<file path="config.mk">
export PLATFORM = sky130hd
export DESIGN_NAME = mul4_seq_ctrl
export DESIGN_NICKNAME = d
export VERILOG_FILES = /design/src/rtl/mul4_seq_ctrl.sv
export SDC_FILE = /design/constraint.sdc
export NUM_CORES = 1
export LEC_CHECK = 0
export CORE_MARGIN = 1
export CORE_UTILIZATION = 53
export CTS_CLUSTER_SIZE = 8
export DETAILED_ROUTE_END_ITERATION = 10
export GPL_ROUTABILITY_DRIVEN = 0
export PLACE_DENSITY = 0.79
export SLEW_MARGIN = 30
export SYNTH_ARGS = -nofsm -noshare
export SYNTH_HDL_FRONTEND = slang
export SYNTH_SLANG_ARGS = --single-unit
</file>
<file path="constraint.sdc">
create_clock -name clk_i -period 3.1 [get_ports clk_i]
set_input_delay 0.62 -clock clk_i [delete_from_list [all_inputs] [get_ports clk_i]]
set_output_delay 0.62 -clock clk_i [all_outputs]
set_load 0.01 [all_outputs]
</file>
<file path="src/rtl/mul4_seq_ctrl.sv">
// ---------------------------------------------------------------------------
// mul4_seq_ctrl
//
// Purpose:
//   Computes an unsigned 4x4-bit product using one shared, external,
//   combinational 2x2-bit multiplier. Each operand is split into two 2-bit
//   digits. The four digit-pair partial products go to the multiplier one per
//   clock. They are shifted to their weight and accumulated, and the 8-bit
//   result is presented together with a one-cycle done pulse.
//
// Ports:
//   clk_i         system clock, all state changes on the rising edge
//   rst_i         synchronous active-high reset, overrides every other input
//   start_i       request, only looked at in IDLE or DONE
//   a_i[3:0]      multiplicand, captured when a request is accepted
//   b_i[3:0]      multiplier, captured when a request is accepted
//   mul_a_o[1:0]  digit presented to port A of the shared 2x2 multiplier
//   mul_b_o[1:0]  digit presented to port B of the shared 2x2 multiplier
//   mul_result_i  combinational 2x2 product, consumed in the same cycle
//   product_o     registered 8-bit product, held until the next completion
//   busy_o        high while the four partial products are being issued
//   done_o        one-cycle pulse when product_o has just been updated
// ---------------------------------------------------------------------------
module mul4_seq_ctrl (
  input  logic       clk_i,
  input  logic       rst_i,
  input  logic       start_i,
  input  logic [3:0] a_i,
  input  logic [3:0] b_i,
  output logic [1:0] mul_a_o,
  output logic [1:0] mul_b_o,
  input  logic [3:0] mul_result_i,
  output logic [7:0] product_o,
  output logic       busy_o,
  output logic       done_o
);

  typedef enum logic [2:0] {
    IDLE = 3'd0,
    PP0  = 3'd1,
    PP1  = 3'd2,
    PP2  = 3'd3,
    PP3  = 3'd4,
    DONE = 3'd5
  } state_t;

  state_t     state_q;
  logic [3:0] ra_q;
  logic [3:0] rb_q;
  logic [7:0] acc_q;
  logic [7:0] product_q;
  logic       busy_q;
  logic       done_q;
  logic [1:0] mulA_q;
  logic [1:0] mulB_q;

  logic [7:0] ppWide;
  logic [7:0] ppShifted;
  logic [7:0] acc_d;

  // Weight the current partial product by its digit position. The low x low
  // product has weight 1. The two cross products have weight 4. The high x
  // high product has weight 16. The shifted value is added to the running sum.
  // In PP3 this sum is the final product. The sum never exceeds 225, so eight
  // bits cannot wrap.
  always_comb begin
    ppWide    = {4'b0000, mul_result_i};
    ppShifted = ppWide;
    case (state_q)
      PP1, PP2: ppShifted = ppWide << 2;
      PP3:      ppShifted = ppWide << 4;
      default:  ppShifted = ppWide;
    endcase
    acc_d = acc_q + ppShifted;
  end

  // Sequencer. The multiplier digits are registered on the edge that enters
  // each PPx state. This way mul_a_o/mul_b_o already hold the digits for that
  // state during the whole cycle. They come only from captured operands.
  // The one exception is the accepting edge, where the captured value and
  // the digit are loaded together. IDLE and DONE share the request-accept
  // path, so a start held through DONE chains a new operation without a gap.
  always_ff @(posedge clk_i) begin
    if (rst_i) begin
      state_q   <= IDLE;
      ra_q      <= 4'h0;
      rb_q      <= 4'h0;
      acc_q     <= 8'h00;
      product_q <= 8'h00;
      busy_q    <= 1'b0;
      done_q    <= 1'b0;
      mulA_q    <= 2'b00;
      mulB_q    <= 2'b00;
    end else begin
      case (state_q)
        IDLE, DONE: begin
          done_q <= 1'b0;
          if (start_i) begin
            ra_q    <= a_i;
            rb_q    <= b_i;
            acc_q   <= 8'h00;
            mulA_q  <= a_i[1:0];
            mulB_q  <= b_i[1:0];
            busy_q  <= 1'b1;
            state_q <= PP0;
          end else begin
            mulA_q  <= 2'b00;
            mulB_q  <= 2'b00;
            busy_q  <= 1'b0;
            state_q <= IDLE;
          end
        end
        PP0: begin
          acc_q   <= acc_d;
          mulA_q  <= ra_q[3:2];
          mulB_q  <= rb_q[1:0];
          state_q <= PP1;
        end
        PP1: begin
          acc_q   <= acc_d;
          mulA_q  <= ra_q[1:0];
          mulB_q  <= rb_q[3:2];
          state_q <= PP2;
        end
        PP2: begin
          acc_q   <= acc_d;
          mulA_q  <= ra_q[3:2];
          mulB_q  <= rb_q[3:2];
          state_q <= PP3;
        end
        PP3: begin
          product_q <= acc_d;
          mulA_q    <= 2'b00;
          mulB_q    <= 2'b00;
          busy_q    <= 1'b0;
          done_q    <= 1'b1;
          state_q   <= DONE;
        end
        default: begin
          mulA_q  <= 2'b00;
          mulB_q  <= 2'b00;
          busy_q  <= 1'b0;
          done_q  <= 1'b0;
          state_q <= IDLE;
        end
      endcase
    end
  end

  assign mul_a_o   = mulA_q;
  assign mul_b_o   = mulB_q;
  assign product_o = product_q;
  assign busy_o    = busy_q;
  assign done_o    = done_q;

endmodule

</file>
# Word level (Yosys, flattened, before mapping)

Index checks and enable logic that the tools add are counted.

Register bits after elaboration: 33
Output and inout bits: 14
Word-level logic and storage cells: 36

Add/sub/neg operators: 1
Equality and inequality tests: 6
Muxes and demuxes: 12
Reduce and logical (&&, ||, !) cells: 8

Operators by type and width:

| cell                                                            | count |
|---|---|
| 8-bit one-hot mux with 2 select lines                           | 2 |
| 3-bit one-hot mux with 5 select lines                           | 1 |
| 2-bit one-hot mux with 3 select lines                           | 2 |
| 8-bit adder                                                     | 1 |
| 8-bit 2-to-1 mux                                                | 1 |
| 3-bit by 2-bit == test with 1-bit output, second input constant | 2 |
| 3-bit == test, second input constant                            | 2 |
| 2-bit OR reduction                                              | 3 |
| 2-bit 2-to-1 mux                                                | 2 |
| 1-bit one-hot mux with 2 select lines                           | 2 |
| 2-bit AND reduction                                             | 2 |
| 3-bit by 1-bit == test with 1-bit output, second input constant | 1 |
| 3-bit zero test                                                 | 1 |
| 3-bit OR reduction                                              | 1 |
| 1-bit 2-to-1 mux                                                | 2 |
| 2-bit inequality test, second input constant                    | 1 |
| 2-bit nonzero test                                              | 1 |

# Depth between registers and ports, before layout

Gate-level depths: netlist of the first run.

Depth after elaboration: 5
Gate-level depth with buffers: 12

# Worst setup path before layout of the first run

No wires, ideal clock.

Path type: flip-flop to flip-flop
Start point: register state_q[0]
End point: register acc_q[6]
Library setup time: 0.133 ns
Data arrival time: 2.271 ns
Data required time: 2.967 ns
Path slack: 0.697 ns
Stages on the path, launching flop included: 13
Period minus slack after synthesis: 2.403 ns
Cell sequence: dfxtp_1 > buf_4 > nor2_1 > nand2_1 > buf_2 > and3_1 > ha_1 > inv_1 > fa_1 > nor2b_1 > o311a_2 > a211oi_1 > o32ai_1

Longest elaborated chain between the ends: 5
Elaborated cells on any way between the ends: 15
Classes of those cells: add/sub (1); eq/ne (6); mux (2); reduce/logical (6)

Ends and longest elaborated chain:

| what                                     | RTL line | RTL |
|---|---|---|
| start: declaration                       | 47       | `state_t state_q;` |
| start signal: assignment                 | 85       | `state_q <= IDLE;` |
| start signal: assignment                 | 105      | `state_q <= PP0;` |
| start signal: assignment                 | 110      | `state_q <= IDLE;` |
| 3-bit by 2-bit == test with 1-bit output | 69, 95   |  |
| 2-bit OR reduction (no line)             | --       |  |
| 8-bit one-hot mux with 2 select lines    | 69       | `case (state_q)` |
| 8-bit adder                              | 74       | `acc_d = acc_q + ppShifted;` |
| 8-bit one-hot mux with 2 select lines    | 95       | `case (state_q)` |
| end signal: assignment                   | 88       | `acc_q <= 8'h00;` |
| end signal: assignment                   | 101      | `acc_q <= 8'h00;` |
| end signal: assignment                   | 114      | `acc_q <= acc_d;` |
| end: declaration                         | 50       | `logic [7:0] acc_q;` |

Several ways; a longest one is shown, not always the timed one.
A chain may end at the register's enable or synchronous reset.

# Worst setup path in the final report of the first run

Start point: register state_q[2]
End point: register acc_q[6]

The elaborated chain is that of the path after synthesis.

==> results of run 1 <==
[routing by layer]
metal | track usage | part of all wire | wire length, µm | vias to the layer above
li1 | - | - | - | 818
met1 | 0.338 | 0.47 | 1870 | 781
met2 | 0.385 | 0.45 | 1800 | 60
met3 | 0.0758 | 0.066 | 265 | 10
met4 | 0.0897 | 0.020 | 80 | 0
met5 | 0 | 0 | 0 | -
[state kept, by name (all words and copies together), names as in the netlist]
signal     count
acc_q          8
product_o      8
ra_q           4
rb_q           4
state_q        3
mul_a_o        2
mul_b_o        2
busy_o         1
done_o         1
[cells in the mapped netlist (2+ instances only)]
library cell	count	share of area
a211oi_1	5	0.021
a21o_1	3	0.013
a21oi_1	14	0.039
a22oi_1	4	0.017
a31oi_1	2	0.0070
a32o_1	2	0.011
a32oi_1	2	0.0098
and3_1	2	0.0070
buf_2	5	0.014
buf_4	2	0.0084
clkbuf_1	3	0.0063
dfxtp_1	33	0.37
ha_1	7	0.049
inv_1	4	0.0084
mux2i_1	8	0.045
nand2_1	22	0.046
nand2b_1	3	0.010
nand3_1	7	0.020
nor2_1	22	0.046
nor2_2	2	0.0070
nor2b_1	6	0.021
nor3b_1	2	0.0084
o211ai_1	3	0.013
o21a_1	2	0.0084
o21ai_0	9	0.025
o21ai_1	4	0.011
o22ai_1	2	0.0070
o31ai_1	2	0.0084
or2_2	2	0.0070
xnor2_1	3	0.015
[worst paths after layout]
check,start,to
hold reg to reg,product_o[3],product_o[3]
hold / removal,product_o[3],product_o[3]
setup / recovery,state_q[2],acc_q[6]
setup reg to reg,state_q[2],acc_q[6]
[cells by family after synthesis]
group	after synthesis	synth area share
flops	33	0.368
xor+xnor	4	0.0195
mux	8	0.0446
simple gates	75	0.207
fa+ha+maj	8	0.0600
buf+inv	17	0.0474
compound gates	64	0.253
[area by class of cell]
class	count	area, µm²	share of cell area
clock buffers	7	55.1	0.0253
inverters	5	18.8	0.00862
multi-input cells	159	1050	0.481
flip-flops and latches	33	661	0.303
well taps	44	55.1	0.0253
repair buffers	32	310	0.142
clock inverters	1	30.0	0.0138
[power by group through the flow]
stage               Combinational, mW  Clock (mW)  Sequential, mW
floorplan                       0.226           0           0.486
global placement                0.307           0           0.484
detailed placement              0.312           0           0.485
CTS                             0.313       0.344           0.475
global route                    0.351       0.367           0.480
finish                          0.317       0.340           0.476
[stage by stage]
step                std cells  utilization  hold slack [ns]  setup slack [ns]
CTS                       281        0.696            0.470             0.370
floorplan                 209            -            0.452             0.697
detailed placement        273        0.669            0.449             0.236
global placement          273        0.669            0.444             0.365
global route              281        0.696            0.488             0.127
finish                    281        0.696            0.469             0.346
[worst max-delay path, stage by stage, from the launching register on]
cell	delay, ns
dfxtp_1	0.62
inv_2	0.19
nand2_1	0.18
and3_1	0.18
ha_1	0.18
inv_1	0.06
fa_1	0.41
nor2b_1	0.22
o31ai_1	0.14
a211oi_1	0.31
o32ai_1	0.13
==> out/qor.yml, run 1 <==
run_status:
  outcome: "finished, final reports clean"
clock_tree:
  clk_pin_slew_ns: 0.11
  post_cts_buffers: 0
  htreeDepth: 2
  postCtsHoldBufs: 0
  cts_tree: "built"
  numCtsBuffers: 5
  clk_latency_ns: 0.34
  cts_resized: 0
  clock-root-buffer: "clkbuf_4"
  cts_sinks: 33
  clockBufferDepth: 2
timing:
  max_slew_margin: 0.564
  finalSetupViolCount: 0
  worst_slew_pin_slew_ns: 0.649
  final-hold-violation-count: 0
  slew_violations: 0
  fin_crit_sh: 0.888
  finalCriticalPeriod_ns: 2.75
  fin_worst_skew_ns: 0.00834
  rsz0062_at_grt: "no"
  clock.fmax_mhz: 363
  fin_tns_setup_ns: 0
global_routing:
  grt_overflow_total: 0
  gr-usage-all-layers: 0.253
  antenna_found_initial: 0
  grt_max_degree: 34
  grt_pass1_vias: 1502
  grt_pass1_wl_um: 6710
critical_path:
  arrival_ns: 2.97
  cp.required_ns: 3.32
  reg2regPathDepth: 10
  reg2reg_slack_ns: 0.35
  start_kind: "flip-flop"
  crit_type: "reg -> reg"
  critPathCaptureType: "flip-flop"
  path_max_fanout: 14
power_and_ir_drop:
  p_leak_nw: 0.809
  p_per_area_nw_per_um2: 520
  swShare: 0.307
  cell_internal_pwr_mw: 0.785
  seqPwrFrac: 0.420
  power_mw: 1.13
  power_switching_mw: 0.348
  pwr-share-clk: 0.300
  vdd_drop_max_uv: 434
  combPwrFrac: 0.280
floorplan:
  io_pins: 29
  core_um2: 3130
  die_area_um2: 3620
  die_w_um: 60.2
  start_util: 0.574
  rows: 20
  dieHeight_um: 60.2
flow_run:
  drv_cap: 0
detailed_routing:
  via_per_inst: 5.94
  initialDrtViolationCount: 118
  drc_errors: 0
  firstDrtPassIters: 4
  dr_total_vias: 1669
  routed_wl_um: 4020
  ant_nets: 0
  routedWlPerCell_um: 14.3
synth:
  ys_warn_count: 0
  synth-edff-count: 0
  ys.flop_type: "dfxtp_1"
  synth.distinct_cells: 52
  syn_inst: 209
  synthesis.area_um2: 1790
  async_reset_ff_frac: 0
  synth_seq_cells: 33
  syn-num-nets: 232
  yosysSeqAreaShare: 0.368
  avgSynthCellArea_um2: 8.58
final_layout:
  final_common_cell: "dfxtp_1"
  drive_gt1_frac: 0.0886
  fillers: 261
  design_area_um2: 2180
  final_cell_mix: "33 x dfxtp_1, 28 x clkdlybuf4s50_1, 22 x nor2_1, 22 x nand2_1, 14 x a21oi_1"
  antenna_cells: 0
  nets: 259
  area_delta_synth_final_pct: 21.4
worst_hold_path:
  min_delay_path_depth: 2
  hold_path_class: "reg -> reg"
placed_design:
  dpl.hpwl_um: 2900
  dpl_cell_area_um2: 2090
  portBuffers: 28
Power figures use the tool's default switching activity.
==> run 2: changes to the inputs <==
==> constraint.sdc (replaced) <==
create_clock -name clk_i -period 3.1 [get_ports clk_i]
set_input_delay 0.62 -clock clk_i [delete_from_list [all_inputs] [get_ports clk_i]]
set_output_delay 0.62 -clock clk_i [all_outputs]
set_load 0.05 [all_outputs]
==> results of run 2 <==
Same layout as run 1 (identical final DEF). Status: finished, final reports clean.
Among the figures that moved: total power 1.13 mW -> 1.16 mW
==> run 3: changes to the inputs <==
- SKIP_LAST_GASP: unset -> 1
==> results of run 3 <==
Same layout as run 1 (identical final DEF). Status: finished, final reports clean.
Among the figures that moved: total power 1.13 mW -> 1.16 mW
